<file path="src/rtl/axis_frame_meter.sv">
// ---------------------------------------------------------------------------
// axis_frame_meter
//   AXI-Stream pass-through stage with a 2-entry skid buffer that meters each
//   frame's byte length from tkeep, flags malformed frames and keeps running
//   frame/byte statistics. Metering happens at input acceptance, so output
//   back-pressure only affects it through s_axis_tready.
//
// Ports
//   clk, rst                 clock (rising edge), asynchronous active-high reset
//   s_axis_t*                slave stream (data/keep/valid/ready/last)
//   m_axis_t*                master stream (data/keep/valid/ready/last)
//   len_value / len_err      length and error flag of the last completed frame
//   len_valid                1-cycle strobe when len_value/len_err update
//   stat_clear               synchronous clear of frame_count/byte_count
//   frame_count/byte_count   frames/bytes accepted since reset or clear (wrap)
// ---------------------------------------------------------------------------
module axis_frame_meter #(
    parameter int DATA_WIDTH = 64,
    parameter int KEEP_WIDTH = (DATA_WIDTH + 7) / 8,
    parameter int LEN_WIDTH  = 16,
    parameter int CNT_WIDTH  = 32
) (
    input  logic                  clk,
    input  logic                  rst,
    input  logic [DATA_WIDTH-1:0] s_axis_tdata,
    input  logic [KEEP_WIDTH-1:0] s_axis_tkeep,
    input  logic                  s_axis_tvalid,
    output logic                  s_axis_tready,
    input  logic                  s_axis_tlast,
    output logic [DATA_WIDTH-1:0] m_axis_tdata,
    output logic [KEEP_WIDTH-1:0] m_axis_tkeep,
    output logic                  m_axis_tvalid,
    input  logic                  m_axis_tready,
    output logic                  m_axis_tlast,
    output logic [LEN_WIDTH-1:0]  len_value,
    output logic                  len_valid,
    output logic                  len_err,
    input  logic                  stat_clear,
    output logic [CNT_WIDTH-1:0]  frame_count,
    output logic [CNT_WIDTH-1:0]  byte_count
);

    localparam int BCNT_W = $clog2(KEEP_WIDTH + 1);

    typedef enum logic {
        IDLE,
        IN_FRAME
    } state_t;

    // ------------------------------------------------------------------
    // Skid buffer: main register drives m_axis, spare catches the beat
    // accepted while main is stalled. tready is registered and equals
    // "spare empty" for the next cycle.
    // ------------------------------------------------------------------
    logic [DATA_WIDTH-1:0] m_tdata_q, m_tdata_d;
    logic [KEEP_WIDTH-1:0] m_tkeep_q, m_tkeep_d;
    logic                  m_tlast_q, m_tlast_d;
    logic                  m_tvalid_q, m_tvalid_d;
    logic [DATA_WIDTH-1:0] sp_tdata_q, sp_tdata_d;
    logic [KEEP_WIDTH-1:0] sp_tkeep_q, sp_tkeep_d;
    logic                  sp_tlast_q, sp_tlast_d;
    logic                  sp_valid_q, sp_valid_d;
    logic                  s_tready_q, s_tready_d;

    always_comb begin
        m_tdata_d  = m_tdata_q;
        m_tkeep_d  = m_tkeep_q;
        m_tlast_d  = m_tlast_q;
        m_tvalid_d = m_tvalid_q;
        sp_tdata_d = sp_tdata_q;
        sp_tkeep_d = sp_tkeep_q;
        sp_tlast_d = sp_tlast_q;
        sp_valid_d = sp_valid_q;
        if (s_tready_q) begin
            if (m_axis_tready || !m_tvalid_q) begin
                // Main is free (or draining this cycle): input goes straight in.
                m_tvalid_d = s_axis_tvalid;
                if (s_axis_tvalid) begin
                    m_tdata_d = s_axis_tdata;
                    m_tkeep_d = s_axis_tkeep;
                    m_tlast_d = s_axis_tlast;
                end
            end else if (s_axis_tvalid) begin
                // Main is stalled: park the beat in the spare.
                sp_tdata_d = s_axis_tdata;
                sp_tkeep_d = s_axis_tkeep;
                sp_tlast_d = s_axis_tlast;
                sp_valid_d = 1'b1;
            end
        end else if (m_axis_tready) begin
            // Input blocked; move the spare forward as main drains.
            m_tvalid_d = sp_valid_q;
            if (sp_valid_q) begin
                m_tdata_d = sp_tdata_q;
                m_tkeep_d = sp_tkeep_q;
                m_tlast_d = sp_tlast_q;
            end
            sp_valid_d = 1'b0;
        end
        s_tready_d = !sp_valid_d;
    end

    always_ff @(posedge clk or posedge rst) begin
        if (rst) begin
            m_tdata_q  <= '0;
            m_tkeep_q  <= '0;
            m_tlast_q  <= 1'b0;
            m_tvalid_q <= 1'b0;
            sp_tdata_q <= '0;
            sp_tkeep_q <= '0;
            sp_tlast_q <= 1'b0;
            sp_valid_q <= 1'b0;
            s_tready_q <= 1'b0;
        end else begin
            m_tdata_q  <= m_tdata_d;
            m_tkeep_q  <= m_tkeep_d;
            m_tlast_q  <= m_tlast_d;
            m_tvalid_q <= m_tvalid_d;
            sp_tdata_q <= sp_tdata_d;
            sp_tkeep_q <= sp_tkeep_d;
            sp_tlast_q <= sp_tlast_d;
            sp_valid_q <= sp_valid_d;
            s_tready_q <= s_tready_d;
        end
    end

    // ------------------------------------------------------------------
    // Beat analysis
    // ------------------------------------------------------------------
    logic                  beat_acc;
    logic [BCNT_W-1:0]     beat_bytes;
    logic [KEEP_WIDTH-1:0] keep_inc;
    logic                  keep_contig;
    logic                  beat_bad;

    assign beat_acc = s_axis_tvalid && s_tready_q;

    always_comb begin
        beat_bytes = '0;
        for (int unsigned i = 0; i < KEEP_WIDTH; i++) begin
            beat_bytes = beat_bytes + BCNT_W'(s_axis_tkeep[i]);
        end
    end

    // A mask is contiguous from bit 0 exactly when adding one clears every
    // set bit (all-ones wraps to zero and also qualifies).
    assign keep_inc    = s_axis_tkeep + KEEP_WIDTH'(1);
    assign keep_contig = ((s_axis_tkeep & keep_inc) == '0);
    assign beat_bad    = (s_axis_tkeep == '0) ||
                         (s_axis_tlast ? !keep_contig : (s_axis_tkeep != '1));

    // ------------------------------------------------------------------
    // Frame FSM: state register / next state / outputs
    // ------------------------------------------------------------------
    state_t state_q, state_d;

    always_ff @(posedge clk or posedge rst) begin
        if (rst) begin
            state_q <= IDLE;
        end else begin
            state_q <= state_d;
        end
    end

    always_comb begin
        state_d = state_q;
        if (beat_acc) begin
            state_d = s_axis_tlast ? IDLE : IN_FRAME;
        end
    end

    logic [LEN_WIDTH-1:0] acc_q, acc_d;
    logic                 ferr_q, ferr_d;
    logic [LEN_WIDTH-1:0] acc_base;
    logic                 err_base;

    // A beat seen in IDLE opens a new frame, so it starts from a clean base.
    always_comb begin
        acc_base = '0;
        err_base = 1'b0;
        if (state_q == IN_FRAME) begin
            acc_base = acc_q;
            err_base = ferr_q;
        end
    end

    // ------------------------------------------------------------------
    // Length accumulation with saturation
    // ------------------------------------------------------------------
    logic [LEN_WIDTH:0]   sum;
    logic                 sat;
    logic [LEN_WIDTH-1:0] len_next;
    logic                 err_next;

    assign sum      = {1'b0, acc_base} + (LEN_WIDTH + 1)'(beat_bytes);
    assign sat      = sum[LEN_WIDTH];
    assign len_next = sat ? '1 : sum[LEN_WIDTH-1:0];
    assign err_next = err_base || beat_bad || sat;

    logic [LEN_WIDTH-1:0] len_value_q, len_value_d;
    logic                 len_valid_q, len_valid_d;
    logic                 len_err_q, len_err_d;

    always_comb begin
        acc_d       = acc_q;
        ferr_d      = ferr_q;
        len_value_d = len_value_q;
        len_err_d   = len_err_q;
        len_valid_d = 1'b0;
        if (beat_acc) begin
            if (s_axis_tlast) begin
                acc_d       = '0;
                ferr_d      = 1'b0;
                len_value_d = len_next;
                len_err_d   = err_next;
                len_valid_d = 1'b1;
            end else begin
                acc_d  = len_next;
                ferr_d = err_next;
            end
        end
    end

    // ------------------------------------------------------------------
    // Statistics (clear wins over a same-cycle beat)
    // ------------------------------------------------------------------
    logic [CNT_WIDTH-1:0] frame_cnt_q, frame_cnt_d;
    logic [CNT_WIDTH-1:0] byte_cnt_q, byte_cnt_d;

    always_comb begin
        frame_cnt_d = frame_cnt_q;
        byte_cnt_d  = byte_cnt_q;
        if (stat_clear) begin
            frame_cnt_d = '0;
            byte_cnt_d  = '0;
        end else if (beat_acc) begin
            byte_cnt_d = byte_cnt_q + CNT_WIDTH'(beat_bytes);
            if (s_axis_tlast) begin
                frame_cnt_d = frame_cnt_q + CNT_WIDTH'(1);
            end
        end
    end

    always_ff @(posedge clk or posedge rst) begin
        if (rst) begin
            acc_q       <= '0;
            ferr_q      <= 1'b0;
            len_value_q <= '0;
            len_valid_q <= 1'b0;
            len_err_q   <= 1'b0;
            frame_cnt_q <= '0;
            byte_cnt_q  <= '0;
        end else begin
            acc_q       <= acc_d;
            ferr_q      <= ferr_d;
            len_value_q <= len_value_d;
            len_valid_q <= len_valid_d;
            len_err_q   <= len_err_d;
            frame_cnt_q <= frame_cnt_d;
            byte_cnt_q  <= byte_cnt_d;
        end
    end

    assign s_axis_tready = s_tready_q;
    assign m_axis_tdata  = m_tdata_q;
    assign m_axis_tkeep  = m_tkeep_q;
    assign m_axis_tvalid = m_tvalid_q;
    assign m_axis_tlast  = m_tlast_q;
    assign len_value     = len_value_q;
    assign len_valid     = len_valid_q;
    assign len_err       = len_err_q;
    assign frame_count   = frame_cnt_q;
    assign byte_count    = byte_cnt_q;

endmodule

</file>
<file path="config.mk">
export PLATFORM = sky130hd
export DESIGN_NAME = axis_frame_meter
export DESIGN_NICKNAME = d
export VERILOG_FILES = /design/src/rtl/axis_frame_meter.sv
export SDC_FILE = /design/constraint.sdc
export NUM_CORES = 1
export LEC_CHECK = 0
export CAP_MARGIN = 5
export CORE_MARGIN = 2
export CORE_UTILIZATION = 30
export CTS_CLUSTER_DIAMETER = 50
export DETAILED_ROUTE_END_ITERATION = 10
export RECOVER_POWER = 50
export SLEW_MARGIN = 25
export SYNTH_ARGS = -nofsm -noshare
export SYNTH_HDL_FRONTEND = slang
export SYNTH_SLANG_ARGS = --single-unit
</file>
<file path="constraint.sdc">
create_clock -name clk -period 10.95 [get_ports clk]
set_input_delay 1.6425 -clock clk [delete_from_list [all_inputs] [get_ports clk]]
set_output_delay 1.6425 -clock clk [all_outputs]
set_load 0.05 [all_outputs]
</file>
# After elaboration in Yosys (flattened, before gate mapping)
# Cells that the tools add are included.
word_totals:
  reg_bits: 249
  in_bits: 78
  output_inout_bits: 157
  wordCells: 88
classes:
  add_sub_neg: 11
  n_eq_ne: 3
  n_mux: 36
  n_bitwise: 2
  n_reduce_logical: 19
op_table:
  columns: ["cell", "count"]
  rows:
  - ["$mux W64", 5]
  - ["$mux W32", 5]
  - ["$mux W16", 3]
  - ["$mux W8", 5]
  - ["$add A32 B1 Y32 const B", 1]
  - ["$add A32 B4 Y32", 1]
  - ["$mux W1", 18]
  - ["$add A16 B4 Y17", 1]
  - ["$add A4 B1 Y4", 4]
  - ["$logic_not A8 Y1", 2]
  - ["$add A8 B1 Y8 const B", 1]
  - ["$and A8 B8 Y8", 1]
  - ["$ne A8 B8 Y1 const B", 1]
  - ["$reduce_bool A2 Y1", 4]
  - ["$reduce_and A2 Y1", 3]
  - ["$add A3 B1 Y4", 1]
  - ["$logic_or A1 B1 Y1", 4]
  - ["$reduce_and A4 Y1", 1]
  - ["$add A2 B1 Y3", 1]
  - ["$logic_not A1 Y1", 3]
  - ["$reduce_and A3 Y1", 1]
  - ["$add A1 B1 Y2", 1]
  - ["$ne A2 B1 Y1 const B", 1]
  - ["$ne A2 B2 Y1 const B", 1]
  - ["other kinds (2)", 2]

# Logic depth before layout (Yosys ltp)
# Gate-level depths: netlist of run 1.
logic_depth:
  ltp_word: 10
  mapped_depth: 16
  ltp_nobuf: 15

# Least setup slack after synthesis of run 1
# Ideal clock, no wire load.
synth_path:
  kind: "input to register"
  from: "input s_axis_tkeep[0]"
  to: "register acc_q[4]"
  setup_ns: 0.099
  arrival_time_ns: 5.492
  t_required_ns: 10.851
  slack_ns: 5.358
  path_stages: 14
  path_buffers: 1
  cell_sequence: "inv_1 > fa_1 > fa_1 > fa_1 > inv_1 > ha_1 > inv_1 > fa_1 > fa_1 > nand2b_1 > a21oi_1 > clkbuf_1 > nand3_1 > a311oi_1"
synth_between:
  elab_chain_cells: 10
synth_lines:
  columns: ["element", "line", "source"]
  rows:
  - ["from (decl)", "26", "input logic [KEEP_WIDTH-1:0] s_axis_tkeep,"]
  - ["$add A1 B1 Y2", "141", "beat_bytes = beat_bytes + BCNT_W'(s_axis_tkeep[i]);"]
  - ["$add A2 B1 Y3", "141", null]
  - ["$add A3 B1 Y4", "141", null]
  - ["$add A4 B1 Y4 (4 in a row)", "141", null]
  - ["$add A16 B4 Y17", "195", "assign sum = {1'b0, acc_base} + (LEN_WIDTH + 1)'(beat_bytes);"]
  - ["$mux W16", "197", "assign len_next = sat ? '1 : sum[LEN_WIDTH-1:0];"]
  - ["$mux W16", "211", "if (s_axis_tlast) begin"]
  - ["to (signal assigned)", "246", "acc_q <= '0;"]
  - ["to (signal assigned)", "254", "acc_q <= acc_d;"]
  - ["to (decl)", "172", "logic [LEN_WIDTH-1:0] acc_q, acc_d;"]
# Every way passes these cells.
# A chain may end at the register's enable or synchronous reset.

# Final worst setup path of run 1
layout_path:
  from: "input s_axis_tvalid"
  to: "register sp_tdata_q[24]"
layout_between:
  elab_chain_cells: 1
layout_lines:
  columns: ["element", "line", "source"]
  rows:
  - ["from (decl)", "27", "input logic s_axis_tvalid,"]
  - ["$reduce_and A3 Y1 (no line)", null, null]
  - ["to (signal assigned)", "119", "sp_tdata_q <= sp_tdata_d;"]
  - ["to (decl)", "59", "logic [DATA_WIDTH-1:0] sp_tdata_q, sp_tdata_d;"]
# Every way passes these cells.

==> impl_metrics.prom, run 1 <==
# TYPE chip_impl_metric gauge
chip_impl_metric{name="cp_slowest_stage_delay",unit="ns"} 2.42
chip_impl_metric{name="clk_pin_slew_worst_paths",unit="ns"} 0.06
chip_impl_metric{name="max_cap_viol_count",unit=""} 2
chip_impl_metric{name="globalRouteOverflowTotal",unit=""} 0
chip_impl_metric{name="dpl_cell_area",unit="µm²"} 14500
chip_impl_info{name="hold_start",value="len_value[15]"} 1
chip_impl_metric{name="worst_hold_slack",unit="ns"} 0.470
chip_impl_info{name="crit_path_start_kind",value="input pin"} 1
chip_impl_metric{name="final_core_occ",unit="%"} 41.0
chip_impl_metric{name="start_util",unit="%"} 30.3
chip_impl_metric{name="post_layout_nonfiller_instances",unit=""} 1874
chip_impl_metric{name="floorplan.die.width",unit="µm"} 201
chip_impl_metric{name="clk_latency",unit="ns"} 0.53
chip_impl_info{name="rr_startpoint",value="s_axis_tready"} 1
chip_impl_metric{name="synth.cell_area",unit="µm²"} 11700
chip_impl_info{name="yosys_most_used_dff",value="sky130_fd_sc_hd__dfrtp_1"} 1
chip_impl_metric{name="synth-compound-area-share",unit="%"} 9.52
chip_impl_metric{name="placed_cells",unit=""} 1805
chip_impl_metric{name="place_ws",unit="ns"} 4.03
chip_impl_info{name="run_status",value="complete, but fails checks"} 1
chip_impl_metric{name="diodes",unit=""} 0
chip_impl_metric{name="worst_ep_arrival_time",unit="ns"} 6.95
chip_impl_info{name="cts_root_buf",value="sky130_fd_sc_hd__clkbuf_16"} 1
chip_impl_metric{name="vias",unit=""} 9040
chip_impl_metric{name="post-layout-total-power",unit="mW"} 4.43
chip_impl_metric{name="vdd_ir_drop_max",unit="mV"} 0.183
chip_impl_metric{name="finalHoldViolCount",unit=""} 0
chip_impl_metric{name="final_layout_size_suffix_gt1_share",unit="%"} 11.1
chip_impl_metric{name="power.leakage",unit="nW"} 6.83
chip_impl_metric{name="top_level_ports",unit=""} 235
chip_impl_metric{name="postSynthRegisterBits",unit=""} 249
chip_impl_metric{name="synth.area.mux_share",unit="%"} 13.0
chip_impl_metric{name="fraction_of_the_yosys_area_taken_by_sequential_cells",unit="%"} 53.3
chip_impl_metric{name="pwr-share-seq",unit="%"} 32.5
chip_impl_metric{name="clock.fmax",unit="MHz"} 153
chip_impl_metric{name="grt_pass1_wl",unit="µm"} 50500
chip_impl_metric{name="synth-edff-count",unit=""} 0
chip_impl_metric{name="syn_inst",unit=""} 1107
chip_impl_metric{name="rows",unit=""} 72
chip_impl_metric{name="grt_max_degree",unit=""} 134
chip_impl_metric{name="synth_simple_gate_area_share",unit="%"} 14.1
chip_impl_metric{name="grt_pass1_vias",unit=""} 9304
chip_impl_metric{name="numClockSinks",unit=""} 249
chip_impl_metric{name="nNetsFinal",unit=""} 1427
chip_impl_metric{name="synth.yosys.warnings",unit=""} 0
chip_impl_metric{name="core_area",unit="µm²"} 38600
chip_impl_metric{name="postCtsResizedCells",unit=""} 0
chip_impl_metric{name="power_switching_share",unit="%"} 39.8
chip_impl_info{name="combinational_family_with_the_most_area_after_synthesis",value="simple AND/OR/NAND/NOR gates"} 1
chip_impl_metric{name="clkPwrFrac",unit="%"} 28.4
chip_impl_metric{name="combPwrFrac",unit="%"} 39.0
chip_impl_metric{name="min_period",unit="ns"} 6.55
chip_impl_info{name="worst_path_dominant_cell_family",value="buffers and inverters"} 1
chip_impl_metric{name="cts_htree_levels",unit=""} 2
chip_impl_metric{name="number_of_buffers_on_the_longest_clock_path",unit=""} 3
chip_impl_metric{name="post-route-worst-setup-slack",unit="ns"} 4.40
chip_impl_metric{name="final.setup_skew",unit="ns"} 0.0135
chip_impl_info{name="grt_setup_unrepaired",value="no"} 1
chip_impl_metric{name="drt-initial-drc-count",unit=""} 349
chip_impl_metric{name="initial_antenna_violation_count",unit=""} 0
chip_impl_metric{name="die_y",unit="µm"} 201
chip_impl_metric{name="drt_first_pass_iters",unit=""} 5
chip_impl_metric{name="routed_via_density",unit=""} 4.82
chip_impl_metric{name="maxSlewHeadroom",unit="%"} -303
chip_impl_metric{name="syn_nets",unit=""} 1207
chip_impl_info{name="worst_setup_path_end_kind",value="register"} 1
chip_impl_metric{name="powerDensity",unit="nW/µm²"} 280
chip_impl_metric{name="detail_route.wl_per_cell",unit="µm"} 16.3
chip_impl_info{name="cts_tree",value="done"} 1
chip_impl_metric{name="p_int",unit="mW"} 2.67
chip_impl_metric{name="drt_wl_total",unit="µm"} 30600
chip_impl_metric{name="yosysUniqueCellTypes",unit=""} 53
chip_impl_metric{name="placer_congestion",unit=""} 0.811
chip_impl_metric{name="worst_pin_slew",unit="ns"} 6.01
chip_impl_metric{name="cts_post_setup_buffers_inserted",unit=""} 0
chip_impl_info{name="crit_path_cell_chain",value="dlygate4sd3_1 > and2_0 > nand2_1 > clkbuf_1 > mux2_2"} 1
chip_impl_metric{name="tns",unit="ns"} 0
chip_impl_metric{name="die_area",unit="µm²"} 40600
chip_impl_metric{name="max_slew_vio_count",unit=""} 188
chip_impl_info{name="cp_slowest_cell",value="sky130_fd_sc_hd__clkbuf_1"} 1
chip_impl_metric{name="portBuffers",unit=""} 234
chip_impl_metric{name="cts_hold_repair.buffers",unit=""} 0
chip_impl_metric{name="drtAntennaViolNets",unit=""} 0
chip_impl_metric{name="global_route.usage.total",unit="%"} 15.3
chip_impl_metric{name="post_synth.cell_area_avg",unit="µm²"} 10.6
chip_impl_metric{name="syn2layout_area_growth",unit="%"} 35.2
chip_impl_metric{name="post_synth_xor_area_fraction",unit="%"} 4.12
chip_impl_metric{name="worst-path-max-fanout",unit=""} 53
chip_impl_metric{name="post-route-drc-count",unit=""} 0
chip_impl_info{name="timing.hold.worst.class",value="reg -> reg"} 1
chip_impl_metric{name="n_fill_cell",unit=""} 3819
chip_impl_metric{name="timing.critical_path.required",unit="ns"} 11.35
chip_impl_metric{name="path_buf_inv",unit=""} 2
chip_impl_metric{name="finalSetupViolations",unit=""} 0
chip_impl_metric{name="synth-adder-area-share",unit="%"} 2.74
chip_impl_metric{name="numCtsBuffers",unit=""} 38
chip_impl_info{name="cp-startpoint",value="s_axis_tvalid"} 1
chip_impl_metric{name="final_design_area_no_fill",unit="µm²"} 15800
chip_impl_metric{name="place.detailed.hpwl",unit="µm"} 20100
chip_impl_metric{name="timing.final.crit_share",unit="%"} 59.8
chip_impl_metric{name="asyncSetResetFlopFracSynth",unit="%"} 100
chip_impl_info{name="violations",value="max-capacitance violations, max-slew violations"} 1
chip_impl_info{name="criticalPathCategory",value="in -> reg"} 1
chip_impl_metric{name="p_switching",unit="mW"} 1.77
[tightest hold or removal path, cell delays in order (launching register included)]
cell	delay, ns
sky130_fd_sc_hd__dfrtp_1	0.34
sky130_fd_sc_hd__nand2_1	0.05
sky130_fd_sc_hd__o31ai_1	0.05
[routing by layer]
| layer | vias to the layer above | wire, µm | track usage [%] | part of all wire [%] |
|---|---|---|---|---|
| met1 | 4451 | 13100 | 18.9 | 43 |
| met5 | - | 0 | 0 | 0 |
| li1 | 4315 | - | - | - |
| met4 | 0 | 885 | 5.91 | 2.9 |
| met3 | 48 | 2160 | 4.89 | 7.1 |
| met2 | 226 | 14400 | 24.9 | 47 |
[worst paths after layout]
check / end / slack (ns) / cells past startpoint
max: sp_tdata_q[24] / 4.40 / 5
min: len_value[15] / 0.47 / 2
max reg2reg: sp_tdata_q[24] / 5.40 / 4
min reg2reg: len_value[15] / 0.47 / 2
max in group asynchronous: sp_tdata_q[39] / 4.81 / 3
min in group asynchronous: len_value[14] / 3.47 / 2
[cell usage after synthesis, types with 2 or more instances]
cell | instances | area (µm²)
sky130_fd_sc_hd__nand2b_1 | 3 | 18.8
sky130_fd_sc_hd__or3_1 | 8 | 50.1
sky130_fd_sc_hd__buf_4 | 3 | 22.5
sky130_fd_sc_hd__nand3_1 | 22 | 110
sky130_fd_sc_hd__nand4_1 | 36 | 225
sky130_fd_sc_hd__ha_1 | 16 | 200
sky130_fd_sc_hd__o31ai_1 | 9 | 67.6
sky130_fd_sc_hd__nor2b_1 | 5 | 31.3
sky130_fd_sc_hd__a22o_1 | 2 | 17.5
sky130_fd_sc_hd__a2bb2oi_1 | 2 | 17.5
sky130_fd_sc_hd__xnor2_1 | 12 | 105
sky130_fd_sc_hd__inv_1 | 30 | 113
sky130_fd_sc_hd__mux2i_1 | 75 | 751
sky130_fd_sc_hd__nor3b_1 | 2 | 15.0
sky130_fd_sc_hd__nor4_1 | 4 | 25.0
sky130_fd_sc_hd__buf_2 | 9 | 45.0
sky130_fd_sc_hd__buf_1 | 7 | 26.3
sky130_fd_sc_hd__a21o_1 | 6 | 45.0
sky130_fd_sc_hd__a31oi_1 | 8 | 50.1
sky130_fd_sc_hd__and3_1 | 12 | 75.1
sky130_fd_sc_hd__o21ai_0 | 43 | 215
sky130_fd_sc_hd__or4_1 | 4 | 30.0
sky130_fd_sc_hd__clkbuf_1 | 44 | 165
sky130_fd_sc_hd__a21oi_1 | 117 | 586
sky130_fd_sc_hd__fa_1 | 6 | 120
sky130_fd_sc_hd__a311oi_1 | 2 | 17.5
sky130_fd_sc_hd__nor3_1 | 5 | 25.0
sky130_fd_sc_hd__xor2_1 | 43 | 377
sky130_fd_sc_hd__mux2_2 | 68 | 766
sky130_fd_sc_hd__and4_1 | 8 | 70.1
sky130_fd_sc_hd__dfrtp_1 | 249 | 6230
sky130_fd_sc_hd__o21bai_1 | 3 | 22.5
sky130_fd_sc_hd__and2_1 | 9 | 56.3
sky130_fd_sc_hd__nand2_1 | 70 | 263
sky130_fd_sc_hd__nand3b_1 | 2 | 15.0
sky130_fd_sc_hd__nor2_1 | 146 | 548
[logic make-up (layout without fill, tap and decap cells)]
kind of cell,Yosys count,in the layout
compound gates,200,200
flops,249,249
buf+inv,94,343
fa+ha+maj,22,22
xor+xnor,55,55
simple gates,344,344
mux,143,143
[cell type report]
| cell class | count | area, µm² | share of cell area [%] |
|---|---|---|---|
| Sequential cell | 249 | 6230 | 39.4 |
| Multi-Input combinational cell | 764 | 5080 | 32.1 |
| Timing Repair Buffer | 243 | 2400 | 15.2 |
| Clock buffer | 51 | 1090 | 6.90 |
| Tap cell | 518 | 648 | 4.10 |
| Clock inverter | 18 | 234 | 1.48 |
| Inverter | 31 | 118 | 0.744 |
[state kept, by name, indices dropped and copies added, names as in the netlist, 8 cells and up]
signal / cells
sp_tdata_q: 64
m_axis_tkeep: 8
acc_q: 16
len_value: 16
m_axis_tdata: 64
byte_count: 32
frame_count: 32
sp_tkeep_q: 8
[power by group through the flow]
stage	Combinational (mW)	Clock [mW]	Sequential [mW]
2_1_floorplan	0.684	0	1.96
3_3_place_gp	1.77	0	1.44
3_5_place_dp	1.78	0	1.45
4_1_cts	1.79	1.30	1.45
5_1_grt	1.87	1.34	1.49
6_report	1.73	1.26	1.44
[layout by cell type (no fill, tap or decap), types with 6 or more instances in the layout]
| cell | Yosys | layout |
|---|---|---|
| sky130_fd_sc_hd__xnor2_1 | 12 | 12 |
| sky130_fd_sc_hd__a31oi_1 | 8 | 8 |
| sky130_fd_sc_hd__a21oi_1 | 117 | 117 |
| sky130_fd_sc_hd__o21ai_0 | 43 | 43 |
| sky130_fd_sc_hd__fa_1 | 6 | 6 |
| sky130_fd_sc_hd__clkdlybuf4s50_1 | 0 | 184 |
| sky130_fd_sc_hd__nand4_1 | 36 | 36 |
| sky130_fd_sc_hd__and2_1 | 9 | 9 |
| sky130_fd_sc_hd__o31ai_1 | 9 | 9 |
| sky130_fd_sc_hd__clkinvlp_4 | 0 | 6 |
| sky130_fd_sc_hd__and3_1 | 12 | 12 |
| sky130_fd_sc_hd__clkbuf_16 | 0 | 39 |
| sky130_fd_sc_hd__a21o_1 | 6 | 6 |
| sky130_fd_sc_hd__clkbuf_8 | 0 | 7 |
| sky130_fd_sc_hd__nand2_1 | 70 | 71 |
| sky130_fd_sc_hd__ha_1 | 16 | 16 |
| sky130_fd_sc_hd__dfrtp_1 | 249 | 248 |
| sky130_fd_sc_hd__buf_4 | 3 | 7 |
| sky130_fd_sc_hd__or3_1 | 8 | 8 |
| sky130_fd_sc_hd__clkbuf_1 | 44 | 6 |
| sky130_fd_sc_hd__mux2_2 | 68 | 68 |
| sky130_fd_sc_hd__and4_1 | 8 | 8 |
| sky130_fd_sc_hd__nor2_1 | 146 | 146 |
| sky130_fd_sc_hd__mux2i_1 | 75 | 75 |
| sky130_fd_sc_hd__dlygate4sd3_1 | 0 | 49 |
| sky130_fd_sc_hd__inv_1 | 30 | 30 |
| sky130_fd_sc_hd__xor2_1 | 43 | 43 |
| sky130_fd_sc_hd__nand3_1 | 22 | 22 |
No activity file was read; power rests on OpenSTA's default activity.
==> inputs of run 2 (changes only) <==
Clock period 10.95 ns to 5.6 ns, I/O delays scaled along.
==> impl_metrics.prom, run 2 (synthesis gave the netlist of run 1 again) <==
# TYPE chip_impl_metric gauge
chip_impl_info{name="run_status",value="complete, but fails checks"} 1
chip_impl_info{name="violations",value="max-capacitance violations, max-slew violations"} 1
chip_impl_metric{name="clkPwrFrac",unit="%"} 27.7
chip_impl_info{name="worstReg2RegEnd",value="frame_count[28]"} 1
chip_impl_metric{name="tns",unit="ns"} 0
chip_impl_metric{name="drtAntennaViolNets",unit=""} 0
chip_impl_metric{name="clk_latency",unit="ns"} 0.53
chip_impl_metric{name="max_slew_vio_count",unit=""} 333
chip_impl_metric{name="area_of_the_multi_input_gates",unit="µm²"} 5090
chip_impl_metric{name="final.setup_skew",unit="ns"} 0.0117
chip_impl_info{name="worst_setup_path_end_kind",value="register"} 1
chip_impl_metric{name="drt-initial-drc-count",unit=""} 356
chip_impl_metric{name="globalRouteOverflowTotal",unit=""} 0
chip_impl_metric{name="vdd_ir_drop_max",unit="mV"} 0.393
chip_impl_metric{name="post-layout-total-power",unit="mW"} 8.60
chip_impl_metric{name="grt_pass1_wl",unit="µm"} 49800
chip_impl_metric{name="final_design_area_no_fill",unit="µm²"} 15900
chip_impl_info{name="crit_path_start_kind",value="input pin"} 1
chip_impl_metric{name="numClockSinks",unit=""} 249
chip_impl_metric{name="place.detailed.hpwl",unit="µm"} 20400
chip_impl_metric{name="worst_hold_slack",unit="ns"} 0.468
chip_impl_metric{name="maxSlewHeadroom",unit="%"} -128
chip_impl_metric{name="power_switching_share",unit="%"} 39.7
chip_impl_metric{name="global_route.usage.total",unit="%"} 15.2
chip_impl_info{name="grt_setup_unrepaired",value="no"} 1
chip_impl_metric{name="drt_wl_total",unit="µm"} 30800
chip_impl_metric{name="whs_path_depth",unit=""} 2
chip_impl_info{name="cts_tree",value="done"} 1
chip_impl_metric{name="detail_route.wl_per_cell",unit="µm"} 16.4
chip_impl_metric{name="nNetsFinal",unit=""} 1438
chip_impl_metric{name="worst_ep_arrival_time",unit="ns"} 5.44
chip_impl_metric{name="powerDensity",unit="nW/µm²"} 542
chip_impl_metric{name="combPwrFrac",unit="%"} 39.4
chip_impl_metric{name="max_cap_viol_count",unit=""} 4
chip_impl_metric{name="worstRegToRegCells",unit=""} 7
chip_impl_metric{name="vias",unit=""} 9038
chip_impl_metric{name="min_period",unit="ns"} 4.99
chip_impl_metric{name="routed_via_density",unit=""} 4.80
chip_impl_metric{name="placer_congestion",unit=""} 0.849
chip_impl_metric{name="final_layout_size_suffix_gt1_share",unit="%"} 11.9
chip_impl_metric{name="cts_post_setup_buffers_inserted",unit=""} 0
chip_impl_metric{name="post-route-drc-count",unit=""} 0
chip_impl_metric{name="numCtsBuffers",unit=""} 36
chip_impl_info{name="layout.cells.most_common_list",value="sky130_fd_sc_hd__dfrtp_1 (249), sky130_fd_sc_hd__clkdlybuf4s50_1 (177), sky130_fd_sc_hd__nor2_1 (146)"} 1
chip_impl_metric{name="p_int",unit="mW"} 5.19
chip_impl_metric{name="number_of_buffers_on_the_longest_clock_path",unit=""} 3
chip_impl_metric{name="rows",unit=""} 72
chip_impl_metric{name="postCtsResizedCells",unit=""} 0
chip_impl_metric{name="groute.layer.met3.usage",unit="%"} 5.51
chip_impl_metric{name="syn2layout_area_growth",unit="%"} 35.7
chip_impl_metric{name="n_fill_cell",unit=""} 3805
chip_impl_info{name="timing.hold.worst.class",value="reg -> reg"} 1
chip_impl_metric{name="top_level_ports",unit=""} 235
chip_impl_metric{name="initial_antenna_violation_count",unit=""} 1
chip_impl_info{name="layer_with_the_highest_usage_after_global_routing",value="met2"} 1
chip_impl_metric{name="p_switching",unit="mW"} 3.41
chip_impl_metric{name="ff_latch_area",unit="µm²"} 6230
chip_impl_metric{name="ff2ff_setup_slack",unit="ns"} 0.77
chip_impl_metric{name="pwr-share-seq",unit="%"} 32.9
chip_impl_metric{name="power.leakage",unit="nW"} 6.90
chip_impl_metric{name="start_util",unit="%"} 30.3
chip_impl_metric{name="floorplan.die.width",unit="µm"} 201
chip_impl_metric{name="core_area",unit="µm²"} 38600
chip_impl_metric{name="worst-path-max-fanout",unit=""} 4
chip_impl_metric{name="die_y",unit="µm"} 201
chip_impl_metric{name="groute.layer.met1.usage",unit="%"} 18.6
chip_impl_metric{name="worst_pin_slew",unit="ns"} 3.41
chip_impl_info{name="criticalPathCategory",value="in -> reg"} 1
chip_impl_info{name="hold_start",value="len_value[3]"} 1
chip_impl_metric{name="die_area",unit="µm²"} 40600
chip_impl_info{name="rr_startpoint",value="s_axis_tready"} 1
chip_impl_metric{name="grt_max_degree",unit=""} 137
chip_impl_metric{name="drt_first_pass_iters",unit=""} 4
chip_impl_metric{name="cts_hold_repair.buffers",unit=""} 0
chip_impl_metric{name="grt_pass1_vias",unit=""} 9165
chip_impl_info{name="min_to",value="len_value[3]"} 1
chip_impl_metric{name="finalSetupViolations",unit=""} 0
chip_impl_metric{name="clock.fmax",unit="MHz"} 200
chip_impl_metric{name="diodes",unit=""} 0
chip_impl_metric{name="portBuffers",unit=""} 234
chip_impl_metric{name="dpl_cell_area",unit="µm²"} 14600
chip_impl_metric{name="clk_pin_slew_worst_paths",unit="ns"} 0.05
chip_impl_metric{name="finalHoldViolCount",unit=""} 0
chip_impl_metric{name="grtUsageMet2",unit="%"} 24.8
chip_impl_metric{name="timing.final.crit_share",unit="%"} 89.1
chip_impl_metric{name="cts_htree_levels",unit=""} 2
chip_impl_metric{name="timing.critical_path.required",unit="ns"} 6.05
chip_impl_info{name="final_common_cell",value="sky130_fd_sc_hd__dfrtp_1"} 1
chip_impl_info{name="cts_root_buf",value="sky130_fd_sc_hd__clkbuf_16"} 1
[run 2: changes by cell type in the layout (fill, tap and decap cells not counted), sizes merged]
cell           previous run  this run
buf                       9        20
bufinv                    4         5
clkbuf                   52        49
clkdlybuf4s50           184       177
clkinv                    2         6
clkinvlp                  7         4
dlygate4sd3              49        56
inv                      36        34
[run 2: per-stage QoR]
stage / cells / util, % / worst slack [ns]
floorplan: 1107 / - / 0.811
global placement: 1818 / 38.0 / 0.137
detailed placement: 1818 / 38.0 / 0.113
CTS: 1882 / 41.3 / 0.658
global route: 1882 / 41.1 / 0.288
finish: 1882 / 41.1 / 0.611
[run 2: power by group through the flow]
| stage | logic (mW) | registers [mW] | clock network (mW) |
|---|---|---|---|
| after global routing | 3.65 | 2.92 | 2.54 |
| final | 3.39 | 2.83 | 2.38 |
| after CTS | 3.49 | 2.85 | 2.46 |
| after detailed placement | 3.48 | 2.87 | 0 |
| after floorplan | 1.34 | 3.84 | 0 |
| after global placement | 3.44 | 2.85 | 0 |
[run 2: worst max-delay path by stage]
stage	start	endpoint	slack, ns	cells past startpoint
global placement	s_axis_tkeep[0]	len_value[8]	0.14	16
finish	s_axis_tkeep[0]	len_value[8]	0.61	16
CTS	s_axis_tkeep[0]	len_value[8]	0.66	16
detailed placement	s_axis_tkeep[0]	len_value[8]	0.11	16
floorplan	s_axis_tkeep[0]	acc_q[4]	0.81	14
global route	s_axis_tready	frame_count[28]	0.29	7
[run 2: cell type report]
cell class / instances / area share (%)
multi-input combinational: 764 / 32.1
clock inverter: 18 / 1.56
timing repair buffer: 256 / 15.8
inverter: 31 / 0.741
tap: 518 / 4.09
clock buffer: 46 / 6.43
sequential: 249 / 39.3
[run 2: critical path, stage by stage]
cell and delay (ns):
sky130_fd_sc_hd__clkdlybuf4s50_1 0.48, sky130_fd_sc_hd__inv_1 0.07, sky130_fd_sc_hd__fa_1 0.60, sky130_fd_sc_hd__fa_1 0.44
sky130_fd_sc_hd__fa_1 0.49, sky130_fd_sc_hd__inv_1 0.04, sky130_fd_sc_hd__ha_1 0.19, sky130_fd_sc_hd__inv_1 0.07
sky130_fd_sc_hd__fa_1 0.49, sky130_fd_sc_hd__fa_1 0.48, sky130_fd_sc_hd__nand2b_1 0.22, sky130_fd_sc_hd__a2111oi_0 0.41
sky130_fd_sc_hd__buf_4 0.18, sky130_fd_sc_hd__xor2_1 0.17, sky130_fd_sc_hd__nand2_1 0.08, sky130_fd_sc_hd__a21oi_1 0.20
[run 2: metal layers]
| metal | share of wire [%] | up-vias |
|---|---|---|
| li1 | - | 4334 |
| met1 | 43 | 4447 |
| met2 | 47 | 208 |
| met3 | 7.6 | 47 |
| met4 | 2.3 | 2 |
| met5 | 0.042 | - |
